File: config.mk
export PLATFORM = sky130hd
export DESIGN_NAME = w_data_memory
export DESIGN_NICKNAME = d
export VERILOG_FILES = /design/src/rtl/w_data_memory.sv
export SDC_FILE = /design/constraint.sdc
export NUM_CORES = 2
export LEC_CHECK = 0
export BUFFER_PORTS_ARGS = -buffer_cell sky130_fd_sc_hd__buf_4
export CAP_MARGIN = 20
export CORE_UTILIZATION = 40
export CTS_BUF_LIST = sky130_fd_sc_hd__clkbuf_4
export DETAILED_ROUTE_END_ITERATION = 16
export PLACE_DENSITY = 0.63
export SLEW_MARGIN = 10
export SYNTH_ARGS = -nofsm -noshare
export SYNTH_HDL_FRONTEND = slang
export SYNTH_SLANG_ARGS = --single-unit
File: constraint.sdc
create_clock -name clk -period 9.8 [get_ports clk]
set_input_delay 0.98 -clock clk [delete_from_list [all_inputs] [get_ports clk]]
set_output_delay 0.98 -clock clk [all_outputs]
set_load 0.02 [all_outputs]
File: src/rtl/w_data_memory.sv
// Data-memory responder for the register bank's W interface: MR/MW requests, WAIT_CYCLES wait states, mem_ready pulse.
// Optional feature: define MEM_PARITY_EN to store an even-parity bit per word and flag read mismatches on mem_err.
module w_data_memory #(
    parameter int DATA_W      = 16,
    parameter int ADDR_W      = 8,
    parameter int WAIT_CYCLES = 2
) (
    input  logic              clk,
    input  logic              reset,
    input  logic              MR,
    input  logic              MW,
    input  logic [ADDR_W-1:0] ADDR,
    input  logic [DATA_W-1:0] W_IN,
    output logic [DATA_W-1:0] W_MEM_OUT,
    output logic              mem_ready,
    output logic              busy,
    output logic              mem_err
);

    localparam int DEPTH = 2 ** ADDR_W;
`ifdef MEM_PARITY_EN
    localparam int WORD_W = DATA_W + 1;
`else
    localparam int WORD_W = DATA_W;
`endif

    typedef enum logic [1:0] {S_IDLE, S_WAIT, S_DONE} state_t;

    state_t            r_state;
    state_t            w_state_next;
    logic [3:0]        r_cnt;
    logic              r_is_wr;
    logic [ADDR_W-1:0] r_addr;
    logic [DATA_W-1:0] r_data;
    logic [DATA_W-1:0] r_rdata;
    logic              r_ready;
    logic              r_busy;
    logic              r_err;
    logic [WORD_W-1:0] r_mem [DEPTH];

    logic              w_req_one;
    logic              w_req_both;
    logic              w_access;
    logic              w_acc_wr;
    logic [ADDR_W-1:0] w_acc_addr;
    logic [DATA_W-1:0] w_acc_data;
    logic              w_mem_we;
    logic [WORD_W-1:0] w_wr_word;
    logic [WORD_W-1:0] w_rd_word;
    logic              w_par_err;
    logic              w_set_err;
    logic              w_busy_next;
    logic              w_ready_next;

    assign w_req_one  = MR ^ MW;
    assign w_req_both = MR & MW;

    // State register.
    // NOTE: sequential state uses non-blocking assignments so every flop samples pre-edge values.
    always_ff @(posedge clk or posedge reset) begin
        if (reset) r_state <= S_IDLE;
        else       r_state <= w_state_next;
    end

    // Next-state logic.
    always_comb begin
        w_state_next = r_state;
        case (r_state)
            S_IDLE:  if (w_req_one) w_state_next = (WAIT_CYCLES > 0) ? S_WAIT : S_DONE;
            S_WAIT:  if (r_cnt == 4'd1) w_state_next = S_DONE;
            S_DONE:  w_state_next = S_IDLE;
            default: w_state_next = S_IDLE;
        endcase
    end

    // Output/access decode; with zero wait states the access happens straight from IDLE using live inputs.
    always_comb begin
        w_access     = (w_state_next == S_DONE);
        w_acc_wr     = (r_state == S_IDLE) ? MW   : r_is_wr;
        w_acc_addr   = (r_state == S_IDLE) ? ADDR : r_addr;
        w_acc_data   = (r_state == S_IDLE) ? W_IN : r_data;
        w_busy_next  = (w_state_next != S_IDLE);
        w_ready_next = (w_state_next == S_DONE);
        w_mem_we     = w_access & w_acc_wr & ~reset;
    end

`ifdef MEM_PARITY_EN
    assign w_wr_word = {^w_acc_data, w_acc_data};
    assign w_rd_word = r_mem[w_acc_addr];
    assign w_par_err = w_rd_word[DATA_W] != (^w_rd_word[DATA_W-1:0]);
`else
    assign w_wr_word = w_acc_data;
    assign w_rd_word = r_mem[w_acc_addr];
    assign w_par_err = 1'b0;
`endif

    assign w_set_err = ((r_state == S_IDLE) & w_req_both) | (w_access & ~w_acc_wr & w_par_err);

    // NOTE: the storage array has no reset; contents survive reset and a write is gated off while reset is high.
    always_ff @(posedge clk) begin
        if (w_mem_we) r_mem[w_acc_addr] <= w_wr_word;
    end

    always_ff @(posedge clk or posedge reset) begin
        if (reset) begin
            r_cnt     <= '0;
            r_is_wr   <= 1'b0;
            r_addr    <= '0;
            r_data    <= '0;
            r_rdata   <= '0;
            r_ready   <= 1'b0;
            r_busy    <= 1'b0;
            r_err     <= 1'b0;
        end else begin
            if (r_state == S_IDLE && w_req_one) begin
                r_cnt   <= 4'(WAIT_CYCLES);
                r_is_wr <= MW;
                r_addr  <= ADDR;
                r_data  <= W_IN;
            end else if (r_state == S_WAIT) begin
                r_cnt <= r_cnt - 4'd1;
            end
            if (w_access && !w_acc_wr) r_rdata <= w_rd_word[DATA_W-1:0];
            if (w_set_err) r_err <= 1'b1;
            r_ready <= w_ready_next;
            r_busy  <= w_busy_next;
        end
    end

    assign W_MEM_OUT = r_rdata;
    assign mem_ready = r_ready;
    assign busy      = r_busy;
    assign mem_err   = r_err;

endmodule

# Word level (Yosys, flattened, before mapping)
# Memory sizes are Yosys's and may differ from the RTL's. A register that Yosys moved wholly into a read port is not among the register bits.
# Cells that the tools add are included.
[word_totals]
reg_bits = 34
ram_bits = 4096
wordCells = 35
mem_count = 1
[memory_table]
columns = ["memory", "words", "width", "read_ports", "rd_ports_with_merged_regs", "write_ports", "line_no", "text"]
rows = [
  ["r_mem", 256, 16, 1, 1, 1, "39", "logic [WORD_W-1:0] r_mem [DEPTH];"],
]
[op_classes]
addsub = 1
n_eq_ne = 3
muxes = 10
bitwise = 6
n_reduce_logical = 6
[ops]
columns = ["operator", "count"]
rows = [
  ["$mux 16", 1],
  ["$mux 4", 2],
  ["$mux 8", 1],
  ["$and 1x1->1", 4],
  ["$eq 4x1->1 const B", 1],
  ["$mux 2", 2],
  ["$pmux 2 s2", 1],
  ["$reduce_bool 2->1", 2],
  ["$sub 4x1->4 const B", 1],
  ["$mux 1", 3],
  ["$eq 2x1->1 const B", 1],
  ["$eq 2x2->1 const B", 1],
  ["$logic_and 1x1->1", 2],
  ["$logic_not 2->1", 1],
  ["$logic_not 1->1", 1],
  ["$not 1->1", 1],
  ["$xor 1x1->1", 1],
]

# Logic depth before layout (Yosys ltp)
[depth]
ltp_word = 8
depth_mapped = 13
depth_no_buf = 8

# Least setup slack after synthesis
# OpenSTA, ideal clock, no wires.
[synth_path]
kind = "reg2reg"
startpoint = "reg r_state[0]"
endpoint = "mem r_mem[0][10] (netlist name), data pin"
arrival_ps = 4867
t_required_ps = 8977
path_slack_ps = 4110
stages_incl_launch_ff = 9
period_less_slack_ps = 5690
path_cell_list = "dfrtp_1 -> nor2_4 -> buf_6 -> buf_2 -> buf_2 -> buf_1 -> clkbuf_1 -> nand2_1 -> nand2_1"
[synth_between]
elab_chain_len = 2
[synth_rtl]
columns = ["item", "line_no", "text"]
rows = [
  ["start, declared", "29", "state_t r_state;"],
  ["start signal, assigned", "62", "else r_state <= w_state_next;"],
  ["$logic_not 2->1", "81", "w_acc_data = (r_state == S_IDLE) ? W_IN : r_data;"],
  ["$mux 16", "81", ""],
  ["via w_acc_data[10]", "46", "logic [DATA_W-1:0] w_acc_data;"],
  ["end, declared", "39", ""],
]
# The timed path passes the listed nets, and every way through them passes these cells.

# Worst setup path after layout
[layout_path]
startpoint = "reg r_state[0]"
endpoint = "reg r_rdata[2] (netlist: W_MEM_OUT[2]) (read register of r_mem)"
[layout_between]
elab_chain_len = 4
[layout_rtl]
columns = ["item", "line_no", "text"]
rows = [
  ["$eq 2x1->1 (tied with other cells)", "68", "case (r_state)"],
  ["$pmux 2 s2 or $mux 1 (tied branches)", "68, 79", ""],
  ["$eq 2x2->1 or $logic_not 1->1 (tied branches)", "78, 123", ""],
  ["$logic_and 1x1->1", "123", "if (w_access && !w_acc_wr) r_rdata <= w_rd_word[DATA_W-1:0];"],
  ["end, declared", "35", "logic [DATA_W-1:0] r_rdata;"],
]
# Parallel ways exist; a longest one is shown, timed or not.
# A chain may end at the register's enable or synchronous reset.

==> impl_results.md <==
- Design Area, Final: 175,000 um2
- Longest Clk Path Bufs: 5
- Antenna violations before repair: 30
- Startpoint Class: register
- Via count: 93,300
- Mapped Nets: 8,705
- Number of global-route vias before repair: 92,100
- Worst slew pin tran: 1.29 ns
- Fillcell total: 32,100
- Yosys warns: 0
- Critical Path Sink Type: register
- DP Cell Count: 13,500
- Reg clk slew, reported paths: 0.08 ns
- Worst setup path endpoint: W_MEM_OUT[2]
- Syn Inst Count: 8,674
- Min-delay worst type: primary input to register
- FF-to-FF Start: r_state[0]
- Final Max Slew Viols: 0
- # rows: 226
- Starting Density: 40.3%
- Routed wire per std cell: 29.7 um
- Critical path arrival: 7.69 ns
- Required time worst endpoint: 11.29 ns
- PD cells: 307 nW/um2
- IO buf count: 46
- Total global-route track usage: 23.3%
- Switch Pwr: 19.3 mW
- First-pass GRT wire length: 646 mm
- Unrepaired setup endpoints after global routing: no
- Post-Layout Cell Count: 15,400
- Setup TNS Final: 0 ns
- GP Congestion: 0.841
- Residual DRC: 0
- Ys async rst share: 1.21%
- Area occupied by multi-input gates: 26,200 um2
- Max-Cap Viols: 0
- Placed Area: 161,000 um2
- Min cycle time layout: 6.19 ns
- TritonCTS clock tree: yes
- Top-level I/O count: 47
- Total core area: 380,000 um2
- Max-Slew Margin vs Limit: 14.0%
- TritonCTS Buffers: 1,111
- Worst-Skew Late Latency: 1.70 ns
- Resize count post-CTS: 0
- Int Power: 34.3 mW
- Seq pwr share: 42.8%
- DP HPWL: 249 mm
- Ys flop type: edfxtp_1
- Setup crit start: r_state[0]
- Sw frac: 36.1%
- Yosys reg bits: 4,146
- Clock Power Share: 26.7%
- Setup CP Type: register to register
- Root Buffer: clkbuf_4
- Die area: 385,000 um2
- Fin util: 46.0%
- Commonest non-fill, non-tap cell in the layout: edfxtp_1
- Die width: 621 um
- Final ANT Viol Nets: 0
- Peak supply drop: 0.464 mV
- Final hold viol count: 0
- Crit Path Max Fanout: 82
- R2R Setup Slk: 3.61 ns
- Fmax: 161 MHz
- Reg2Reg Depth: 11
- Crit share post-route: 63.2%
- Routed wire length: 457 mm
- # H-tree levels: 7
- Sequential-to-total area share from yosys stat: 81.2%
- Initial detailed-routing violation count: 13,400
- WHS: 0.151 ns
- FF+latch area: 124,000 um2
- Clock skew: 0.181 ns
- Synth unique cells: 49
- Leak: 54.4 nW
- Syn Area/Cell: 17.6 um2
- # setup viols final: 0
- Hold_buf cts: 68
- Number of enable flip-flop cells after synthesis: 4,096
- Area Overhead vs Synth: 14.2%
- Reg2reg end: W_MEM_OUT[2]
- Clock Sinks: 4,146
- Postcts setup bufs: 0
- Outcome: completed
- GRT Residual Overflow: 0
- Logic pwr share: 30.5%
- Post-synthesis instance area: 153,000 um2
- Final nets: 9,735
- Commonest non-fill, non-tap cells in the layout: edfxtp_1 (4,096), a22oi_1 (1,760), clkbuf_4 (1,556)
- Via density: 6.07
- Share of layout cells above drive strength 1: 21.4%
- DRT Pass-1 Iters: 6
- Die Ht: 621 um
- Largest net degree at the start of global routing: 213
[kinds of logic after synthesis]
group / count (synthesis) / synth area share (%)
DFF: 4146 / 81.2
AOI/OAI and AO/OA: 3361 / 15.4
buffers and inverters: 666 / 2.04
and+or+nand+nor: 496 / 1.35
adders and majority gates: 3 / 0.0245
xor gates and xnor gates: 1 / 0.00572
muxes: 1 / 0.00654
[metrics by stage]
stage	power [mW]	setup WS, ns
floorplan	33.2	4.11
global placement	38.9	3.17
detailed placement	39.3	3.82
CTS	53.5	3.74
global route	55.4	3.49
finish	53.6	3.61
[synthesized netlist by cell type, types with 7 or more instances]
| cell type | count | area, um2 |
|---|---|---|
| a22o_1 | 144 | 1260 |
| o21ai_0 | 54 | 270 |
| a41oi_1 | 57 | 499 |
| dfrtp_1 | 50 | 1250 |
| nand3_1 | 7 | 35.0 |
| o22ai_1 | 77 | 482 |
| nor2_1 | 265 | 995 |
| a22oi_1 | 1760 | 13200 |
| nand2_1 | 159 | 597 |
| a221oi_1 | 144 | 1260 |
| edfxtp_1 | 4096 | 123000 |
| or3_1 | 11 | 68.8 |
| o41ai_1 | 210 | 1840 |
| buf_1 | 48 | 180 |
| nand2b_1 | 8 | 50.1 |
| nor4_1 | 21 | 131 |
| clkbuf_1 | 234 | 878 |
| buf_2 | 323 | 1620 |
| buf_4 | 49 | 368 |
| a21oi_1 | 886 | 4430 |
| inv_1 | 7 | 26.3 |
[worst max-delay path, stage by stage (launching register included)]
cell     delay (ns)
dfrtp_1        0.49
nor2_4         0.57
buf_4          0.45
nor3b_1        0.14
a31oi_4        0.84
buf_12         0.44
buf_12         0.33
a21oi_1        0.08
o41ai_1        1.09
a41oi_2        0.72
nor4_1         0.40
o21ai_0        0.11
[metal layers]
layer | routed length (um) | up-vias | track usage, % | share of wire [%]
li1 | - | 39000 | - | -
met1 | 172000 | 47300 | 30.2 | 38
met2 | 216000 | 6188 | 36.5 | 47
met3 | 50700 | 797 | 6.56 | 11
met4 | 18100 | 14 | 10.7 | 4.0
met5 | 99 | - | 0 | 0.022
[how the worst min path moves through the flow]
stage	from	to	slack [ns]	depth (start not counted)
after global routing	W_IN[14]	r_data[14]	0.05	4
after detailed placement	r_data[3]	r_data[3]	0.47	2
after floorplan	r_is_wr	r_is_wr	0.44	2
after global placement	r_data[15]	r_data[15]	0.46	2
final	W_IN[14]	r_data[14]	0.15	4
after CTS	W_IN[14]	r_data[14]	0.01	4
[state kept, by name (all words and copies together) (netlist names)]
signal / cells
W_MEM_OUT: 16
busy: 1
mem_err: 1
mem_ready: 1
r_addr: 8
r_cnt: 4
r_data: 16
r_is_wr: 1
r_mem: 4096
r_state: 2
[area by class of cell]
type	instances	area share, %
clock buffers	1555	6.68
well taps	5016	3.59
repair buffers	576	2.92
diodes	22	0.0315
flip-flops and latches	4146	71.1
inverters	7	0.0150
multi-input cells	3862	15.0
clock inverters	186	0.648
[power by group through the flow]
stage	clock network [mW]	logic [mW]	registers [mW]
after detailed placement	0	15.9	23.3
after global routing	15.4	17.0	22.9
after CTS	14.5	16.0	22.9
final	14.3	16.3	23.0
after floorplan	0	9.06	24.2
after global placement	0	15.6	23.3
No activity file was read; power rests on OpenSTA's default activity.
